### src/rtl/lp_pkg.sv
// Shared constants and types for the LP solver input feeder.
package lp_pkg;

  localparam int LP_A_W         = 6;
  localparam int LP_B_W         = 12;
  localparam int LP_FRAME_WORDS = 7;

  typedef struct packed {
    logic signed [LP_A_W-1:0] a1;
    logic signed [LP_A_W-1:0] a2;
    logic signed [LP_B_W-1:0] b;
  } lp_word_t;

  typedef enum logic [1:0] {
    IDLE,
    SEND,
    WAIT
  } lp_feed_state_e;

  // One-hot tag of which box-bound row (1,0),(-1,0),(0,1),(0,-1) a constraint is.
  function automatic logic [3:0] bound_mask(input logic signed [LP_A_W-1:0] a1,
                                            input logic signed [LP_A_W-1:0] a2);
    logic [3:0] m;
    m[0] = (a1 == 6'sd1)  && (a2 == 6'sd0);
    m[1] = (a1 == -6'sd1) && (a2 == 6'sd0);
    m[2] = (a1 == 6'sd0)  && (a2 == 6'sd1);
    m[3] = (a1 == 6'sd0)  && (a2 == -6'sd1);
    return m;
  endfunction

endpackage

### src/rtl/lp_feed_slot.sv
// One 7-word frame buffer: write index, full flag, clear input and indexed read port.
// With LP_FEED_CHECK_EN defined, a completed frame lacking any bound row is dropped.
module lp_feed_slot
  import lp_pkg::*;
(
  input  logic     clk,
  input  logic     rst,
  input  logic     wr,
  input  lp_word_t wr_data,
  input  logic     clr,
  input  logic [2:0] rd_idx,
  output lp_word_t rd_data,
  output logic     full,
`ifdef LP_FEED_CHECK_EN
  output logic     drop,
`endif
  output logic     done
);

  lp_word_t   mem [LP_FRAME_WORDS];
  logic [2:0] wr_idx_reg;
  logic       full_reg;
  logic       last;
  logic       keep;

  assign last = wr && (wr_idx_reg == 3'(LP_FRAME_WORDS - 1));

`ifdef LP_FEED_CHECK_EN
  logic [3:0] seen_reg;
  logic [3:0] seen_all;

  // The last word's bound tag is folded in combinationally so the verdict lands on the completing edge.
  assign seen_all = seen_reg | bound_mask(wr_data.a1, wr_data.a2);
  assign keep     = (seen_all == 4'hF);
  assign drop     = last && !keep;

  always_ff @(posedge clk or posedge rst) begin
    if (rst) begin
      seen_reg <= '0;
    end else if (wr) begin
      if (wr_idx_reg == 3'd0) begin
        seen_reg <= '0;
      end else begin
        seen_reg <= seen_all;
      end
    end
  end
`else
  assign keep = 1'b1;
`endif

  assign done = last && keep;
  assign full = full_reg;

  always_ff @(posedge clk or posedge rst) begin
    if (rst) begin
      wr_idx_reg <= '0;
      full_reg   <= 1'b0;
    end else begin
      if (clr) begin
        full_reg <= 1'b0;
      end
      if (wr) begin
        wr_idx_reg <= last ? 3'd0 : wr_idx_reg + 3'd1;
        if (done) begin
          full_reg <= 1'b1;
        end
      end
    end
  end

  always_ff @(posedge clk) begin
    if (wr) begin
      mem[wr_idx_reg] <= wr_data;
    end
  end

  assign rd_data = mem[rd_idx];

endmodule

### src/rtl/lp_feeder.sv
// Ping-pong frame buffer feeding 7-word bursts to the LP solver, one burst per solver result.
// Optional frame check enabled by defining LP_FEED_CHECK_EN.
module lp_feeder
  import lp_pkg::*;
#(
  parameter int GAP_CYCLES = 1
) (
  input  logic                     clk,
  input  logic                     rst,
  input  logic                     s_valid,
  output logic                     s_ready,
  input  logic signed [LP_A_W-1:0] s_a1,
  input  logic signed [LP_A_W-1:0] s_a2,
  input  logic signed [LP_B_W-1:0] s_b,
  output logic                     lp_in_valid,
  output logic signed [LP_A_W-1:0] lp_in_a1,
  output logic signed [LP_A_W-1:0] lp_in_a2,
  output logic signed [LP_B_W-1:0] lp_in_b,
  input  logic                     lp_out_valid,
  output logic                     busy,
  output logic [7:0]               frame_cnt,
  output logic                     drop_pulse
);

  lp_feed_state_e state_reg, state_next;
  logic       wr_sel_reg;
  logic       rd_sel_reg;
  logic [2:0] send_idx_reg;
  logic [3:0] gap_reg;
  logic [7:0] frame_cnt_reg;
  logic       send_last;
  logic       accept;

  lp_word_t   s_word;
  lp_word_t   rd_word [2];
  lp_word_t   burst_word;
  logic [1:0] full;
  logic [1:0] done;
  logic [1:0] wr;
  logic [1:0] clr;

  assign s_word  = '{a1: s_a1, a2: s_a2, b: s_b};
  assign s_ready = !full[wr_sel_reg];
  assign accept  = s_valid && s_ready;

`ifdef LP_FEED_CHECK_EN
  logic [1:0] drop;
`endif

  for (genvar gi = 0; gi < 2; gi++) begin : g_slot
    assign wr[gi]  = accept && (wr_sel_reg == 1'(gi));
    assign clr[gi] = send_last && (rd_sel_reg == 1'(gi));

    lp_feed_slot u_slot (
      .clk     (clk),
      .rst     (rst),
      .wr      (wr[gi]),
      .wr_data (s_word),
      .clr     (clr[gi]),
      .rd_idx  (send_idx_reg),
      .rd_data (rd_word[gi]),
      .full    (full[gi]),
`ifdef LP_FEED_CHECK_EN
      .drop    (drop[gi]),
`endif
      .done    (done[gi])
    );
  end

  always_comb begin
    state_next = state_reg;
    send_last  = 1'b0;
    case (state_reg)
      IDLE: begin
        if (gap_reg == 4'd0 && full[rd_sel_reg]) begin
          state_next = SEND;
        end
      end
      SEND: begin
        if (send_idx_reg == 3'(LP_FRAME_WORDS - 1)) begin
          send_last  = 1'b1;
          state_next = WAIT;
        end
      end
      WAIT: begin
        if (lp_out_valid) begin
          state_next = IDLE;
        end
      end
      default: state_next = IDLE;
    endcase
  end

  always_ff @(posedge clk or posedge rst) begin
    if (rst) begin
      state_reg     <= IDLE;
      wr_sel_reg    <= 1'b0;
      rd_sel_reg    <= 1'b0;
      send_idx_reg  <= '0;
      gap_reg       <= '0;
      frame_cnt_reg <= '0;
    end else begin
      state_reg <= state_next;
      // Only a kept frame advances the write side; a dropped one reuses its slot.
      if (|done) begin
        wr_sel_reg <= !wr_sel_reg;
      end
      if (state_reg == SEND && !send_last) begin
        send_idx_reg <= send_idx_reg + 3'd1;
      end else begin
        send_idx_reg <= '0;
      end
      if (send_last) begin
        rd_sel_reg    <= !rd_sel_reg;
        frame_cnt_reg <= frame_cnt_reg + 8'd1;
      end
      if (state_reg == WAIT && lp_out_valid) begin
        gap_reg <= 4'(GAP_CYCLES);
      end else if (state_reg == IDLE && gap_reg != 4'd0) begin
        gap_reg <= gap_reg - 4'd1;
      end
    end
  end

`ifdef LP_FEED_CHECK_EN
  logic drop_reg;

  always_ff @(posedge clk or posedge rst) begin
    if (rst) begin
      drop_reg <= 1'b0;
    end else begin
      drop_reg <= |drop;
    end
  end

  assign drop_pulse = drop_reg;
`else
  assign drop_pulse = 1'b0;
`endif

  assign lp_in_valid = (state_reg == SEND);
  assign busy        = (state_reg == SEND) || (state_reg == WAIT);
  assign frame_cnt   = frame_cnt_reg;
  assign burst_word  = lp_in_valid ? rd_word[rd_sel_reg] : '0;
  assign lp_in_a1    = burst_word.a1;
  assign lp_in_a2    = burst_word.a2;
  assign lp_in_b     = burst_word.b;

endmodule

### config.mk
export PLATFORM = sky130hd
export DESIGN_NAME = lp_feeder
export DESIGN_NICKNAME = d
export VERILOG_FILES = /design/src/rtl/lp_pkg.sv /design/src/rtl/lp_feed_slot.sv /design/src/rtl/lp_feeder.sv
export SDC_FILE = /design/constraint.sdc
export NUM_CORES = 1
export LEC_CHECK = 0
export CAP_MARGIN = 0
export CELL_PAD_IN_SITES_DETAIL_PLACEMENT = 1
export CELL_PAD_IN_SITES_GLOBAL_PLACEMENT = 2
export CORE_MARGIN = 3
export CORE_UTILIZATION = 25
export DETAILED_ROUTE_END_ITERATION = 16
export PLACE_DENSITY_LB_ADDON = 0.15
export SKIP_CTS_REPAIR_TIMING = 1
export SYNTH_ARGS = -nofsm -noshare
export SYNTH_HDL_FRONTEND = slang
export SYNTH_HIERARCHICAL = 1
export SYNTH_SLANG_ARGS = --single-unit
### constraint.sdc
create_clock -name clk -period 5.9 [get_ports clk]
set_clock_uncertainty 0.05 [all_clocks]
set_input_delay 1.18 -clock clk [delete_from_list [all_inputs] [get_ports clk]]
set_output_delay 1.18 -clock clk [all_outputs]
set_load 0.005 [all_outputs]
Word-level counts from Yosys, hierarchy flattened
Memory sizes are Yosys's and may differ from the RTL's.
Cells that the tools add are included.
{"block": "op_classes", "add_sub_neg": 5, "order_cmp": 3, "n_eq_ne": 8, "mux": 29, "bitwise": 3, "reduce_logical": 22}
{"operator": "$mux 24", "n": 4}
{"operator": "$mux 1", "n": 16}
{"operator": "$logic_and 1x1->1", "n": 11}
{"operator": "$add 3x1->3 const B", "n": 3}
{"operator": "$eq 3x3->1 const B", "n": 3}
{"operator": "$mux 3", "n": 3}
{"operator": "$add 8x1->8 const B", "n": 1}
{"operator": "$mux 4", "n": 2}
{"operator": "$mux 2", "n": 3}
{"operator": "$pmux 2 s3", "n": 1}
{"operator": "$logic_not 1->1", "n": 4}
{"operator": "$logic_not 4->1", "n": 1}
{"operator": "$lt 1x2->1 const B", "n": 2}
{"operator": "$ne 2x2->1 const B", "n": 2}
{"operator": "$reduce_bool 4->1", "n": 1}
{"operator": "$sub 4x1->4 const B", "n": 1}
{"operator": "$reduce_and 3->1", "n": 1}
{"operator": "$eq 2x1->1 const B", "n": 1}
{"operator": "$eq 2x2->1 const B", "n": 1}
{"operator": "$ge 2x2->1 const B", "n": 1}
{"operator": "$logic_not 2->1", "n": 1}
{"operator": "$ne 2x1->1 const B", "n": 1}
{"operator": "$not 1->1", "n": 2}
{"operator": "$not 1->2", "n": 1}
{"operator": "3 further kinds", "n": 3}
{"block": "word_totals", "regBits": 27, "ram_bits": 336, "input_bits": 28, "out_inout_bits": 36, "word_cells": 82, "mem_count": 2}
{"name": "g_slot[0].u_slot.mem", "words": 7, "width": 24, "read_ports": 1, "rd_clocked_by_memory_dff": 0, "write_ports": 1, "line_no": "lp_feed_slot.sv:20", "text": "lp_word_t mem [LP_FRAME_WORDS];"}
{"name": "g_slot[1].u_slot.mem", "words": 7, "width": 24, "read_ports": 1, "rd_clocked_by_memory_dff": 0, "write_ports": 1, "line_no": "lp_feed_slot.sv:20"}

Depth between registers and ports, before layout
{"block": "logic_depth", "ltp_word": 8, "mapped_depth": 7, "mapped_depth_nobuf": 6}

Hierarchy
Netlist, hierarchy kept.
{"mod": "lp_feed_slot at g_slot[1].u_slot", "n_inst": 1, "cells_per_inst": 368, "area_each_um2": 7094.3, "seq_area_each_um2": 5144.9}
{"mod": "lp_feed_slot at g_slot[0].u_slot", "n_inst": 1, "cells_per_inst": 368, "area_each_um2": 7058.0, "seq_area_each_um2": 5144.9}
{"mod": "lp_feeder", "n_inst": 1, "cells_per_inst": 147, "area_each_um2": 1408.9, "seq_area_each_um2": 475.5}

Worst setup path after synthesis
Ideal clock, no wire load.
{"block": "synth_path", "path_kind": "input-to-reg", "from": "in s_valid", "to": "mem g_slot[0].u_slot/mem[0][0] in the netlist's numbering, enable pin", "setup_time_ns": 0.435, "arrival_time_ns": 3.504, "required_time_ns": 5.415, "slack_ns": 1.911, "stages": 3, "path_buffers": 0, "cell_sequence": "nor3b_1 > nand2_1 > nor3_1"}
{"block": "synth_via", "elab_chain_len": 4}
{"element": "start: declaration", "line_no": "lp_feeder.sv:10", "text": "input logic s_valid,"}
{"element": "$logic_and 1x1->1", "line_no": "lp_feeder.sv:44", "text": "assign accept = s_valid && s_ready;"}
{"element": "$logic_and 1x1->1", "line_no": "lp_feeder.sv:51", "text": "assign wr[gi] = accept && (wr_sel_reg == 1'(gi));"}
{"element": "$mux 1", "line_no": "lp_feed_slot.sv:73", "text": "if (wr) begin"}
{"element": "$mux 1 (not written as such)", "line_no": "lp_feed_slot.sv:74", "text": "mem[wr_idx_reg] <= wr_data;"}
{"element": "end: declaration", "line_no": "lp_feed_slot.sv:20"}
Every way passes these cells.

==> impl_metrics.yaml <==
pwr:
  ir_worst_vdd_uv: 192.7
  powerDensity_nw_per_um2: 411.4
  p_leak_nw: 5.561
  power.total_w: 0.007605
global_routing:
  grt_overflow_total: 0
  antenna_found_initial: 1
  grt_max_degree: 45
  grt_pass1_vias: 8622
  grt_pass1_wl_um: 59460
  grtUsageTotal_pct: 12.27
clock_tree:
  clk_pin_slew_worst_paths_ns: 0.06
  cts.sinks: 363
  cts-root-buf: "clkbuf_16"
  cts_buffers: 43
  htreeDepth: 2
  clk_path_buf_depth: 3
  cts_tree: "yes"
  clkLatencyLatePin_ns: 0.55
synthesis:
  yosysUniqueCellTypes: 39
  postSynth.asyncResetShare_pct: 7.438
  synthesis.nets: 924
  syn_avg_cell_area_sq_um: 17.62
  yosysTopAreaCellShare_pct: 64.84
  syn_inst: 883
  synth_seq_area_share_pct: 69.18
  synth_edf_count: 336
  syn_area_sq_um: 15560
  synth_commonest_cells: "336 x edfxtp_1, 123 x mux2i_1, 57 x nand2b_1"
  ys_ff_latch: 363
  yosysTopAreaCell: "edfxtp_1"
  synth.top_cells.by_area: "edfxtp_1 65%, mux2i_1 7.9%, dfrtp_1 4.3%, mux2_4 3.9%, o221ai_2 3.9%"
  ys.flop_type: "edfxtp_1"
  yosys_warnings: 6
  synth_most_common_cell: "edfxtp_1"
timing:
  timing.final.crit_period_ns: 4.613
  fin_crit_sh_pct: 78.18
  tns_ns: 0
  finalSetupViolCount: 0
  max_slew.worst_pin.slew_ns: 1.076
  rsz0062_at_grt: "no"
  max_freq_ghz: 0.2168
  finalHoldViolations: 0
  slew_headroom_pct: 28.11
  maxSlewViolCount: 0
final_layout:
  final_cells: 1820
  largest_reg_flops: 336
  layout-drive-gt1-share_pct: 23.79
  num_antenna_cells: 0
  fill_cells: 6255
  syn_to_final_growth_pct: 18.77
  nNetsFinal: 1000
worst_setup_path:
  required_ns: 4.67
  r2r.worst_path.cells: 4
  criticalPathCategory: "reg -> out"
  r2r_end: "g_slot[0].u_slot/mem[4][6]"
  cp-end-kind: "output port"
  reg2reg_slack_ns: 3.03
  cp-start-kind: "flip-flop"
  r2r-start: "wr_sel_reg"
  worstPathMaxFanout: 33
  arrival_ns: 3.38
drt:
  dr.pass1.iters: 4
  vias: 7856
  drt-initial-drc-count: 454
  viasPerCell: 4.316
  postRouteAntennaNets: 0
  wirelength_um: 39810
  drc_errors: 0
  wl_per_cell_um: 21.87
floorplanning:
  ios: 64
  start_util_pct: 25.54
  core_region_area_sq_um: 60920
  die_h_um: 255.5
  die_area_sq_um: 65280
  die_width_um: 255.5
  rows: 90
placed_design:
  port_buffers: 62
  dpl.cell_count: 1742
  gp_congestion: 0.6547
  dpl.hpwl_um: 22950
hold_path:
  holdPathEnd: "frame_cnt[7]"
  holdCritPathClass: "reg -> reg"
  hold_start: "frame_cnt[7]"
  min_path_cells: 1
flow_run:
  maxCapViolCount: 0
run_status:
  status: "finished clean"
-- through the flow --
step                instance area (sq um)  hold WS [ns]  setup WS (ns)  utilization [%]
floorplan                           15560        0.4183          1.911                -
CTS                                 18480        0.4320          1.099            30.34
global placement                    17140        0.4141          1.722            28.13
global route                        18480        0.4410          1.038            30.34
finish                              18480        0.4244          1.288            30.34
detailed placement                  17140        0.4201          1.684            28.13
-- how the worst max path moves through the flow --
stage / from / end / slack, ns / cells past startpoint
finish: send_idx_reg[0] / lp_in_b[0] / 1.29 / 7
global route: send_idx_reg[0] / lp_in_b[0] / 1.04 / 7
CTS: send_idx_reg[0] / lp_in_b[1] / 1.10 / 7
detailed placement: s_valid / g_slot[0].u_slot/mem[4][8] / 1.68 / 5
global placement: send_idx_reg[0] / lp_in_b[0] / 1.72 / 7
floorplan: s_valid / g_slot[0].u_slot/mem[0][0] / 1.91 / 3
-- cell families after synthesis --
family,Yosys count,share of synthesized area [%]
flops,363,69.18
mux,175,12.64
simple gates,146,5.218
compound gates,108,8.378
buf+inv,65,2.838
fa+ha+maj,13,1.045
xor+xnor,12,0.6755
other cells,1,0.02410
-- cell usage in the layout (no fill, tap or decap), types with 3 or more instances in the layout --
cell type        instances
dfrtp_1                 23
nand4_1                  3
clkdlybuf4s50_1         62
o221ai_1                 8
nor2_4                  10
nand2_1                 21
dfrtp_4                  3
clkbuf_16               45
buf_12                   3
xnor2_1                  9
edfxtp_1               336
nor2b_1                 25
nor2_1                  10
nand2b_1                55
bufinv_16                3
buf_4                   19
o21ai_0                  6
nand3_1                  3
xor2_1                   3
ha_1                    12
o221ai_2                40
mux2i_1                123
mux2_4                  40
and3_1                   3
inv_1                   12
mux2_2                  10
nor3_2                   4
o211ai_1                 8
o211ai_2                40
clkinv_2                 9
clkbuf_1                11
clkinv_1                 9
-- worst max-delay path, stage by stage, from the launching register on --
cell and delay, ns:
dfrtp_4 0.83, buf_4 0.53, mux2_2 0.39, o211ai_1 0.19
o221ai_1 0.14, mux2i_1 0.19, nor2b_1 0.09, clkdlybuf4s50_1 0.46
-- report_power, final --
part	switching (W)	internal [W]	total [W]
Combinational	0.00103	0.000787	0.00182
Clock	0.00103	0.00152	0.00255
Sequential	0.000181	0.00305	0.00323
-- routing by layer --
metal / vias to the layer above / GRT usage, % / wire length [um]
met2: 117 / 20.38 / 19160
met3: 46 / 1.919 / 1300
li1: 3603 / - / -
met1: 4090 / 16.64 / 18600
met4: 0 / 3.500 / 746
met5: - / 0 / 0
-- cell type report --
cell class	count	area, sq um	area share, %
Clock buffer	56	1167	6.316
Multi-Input combinational cell	455	4457	24.11
Inverter	12	45.04	0.2437
Clock inverter	22	176.4	0.9545
Timing Repair Buffer	84	823.3	4.454
Sequential cell	363	10780	58.31
Tap cell	828	1036	5.605
Note: power is estimated with default switching activity, not from simulation.
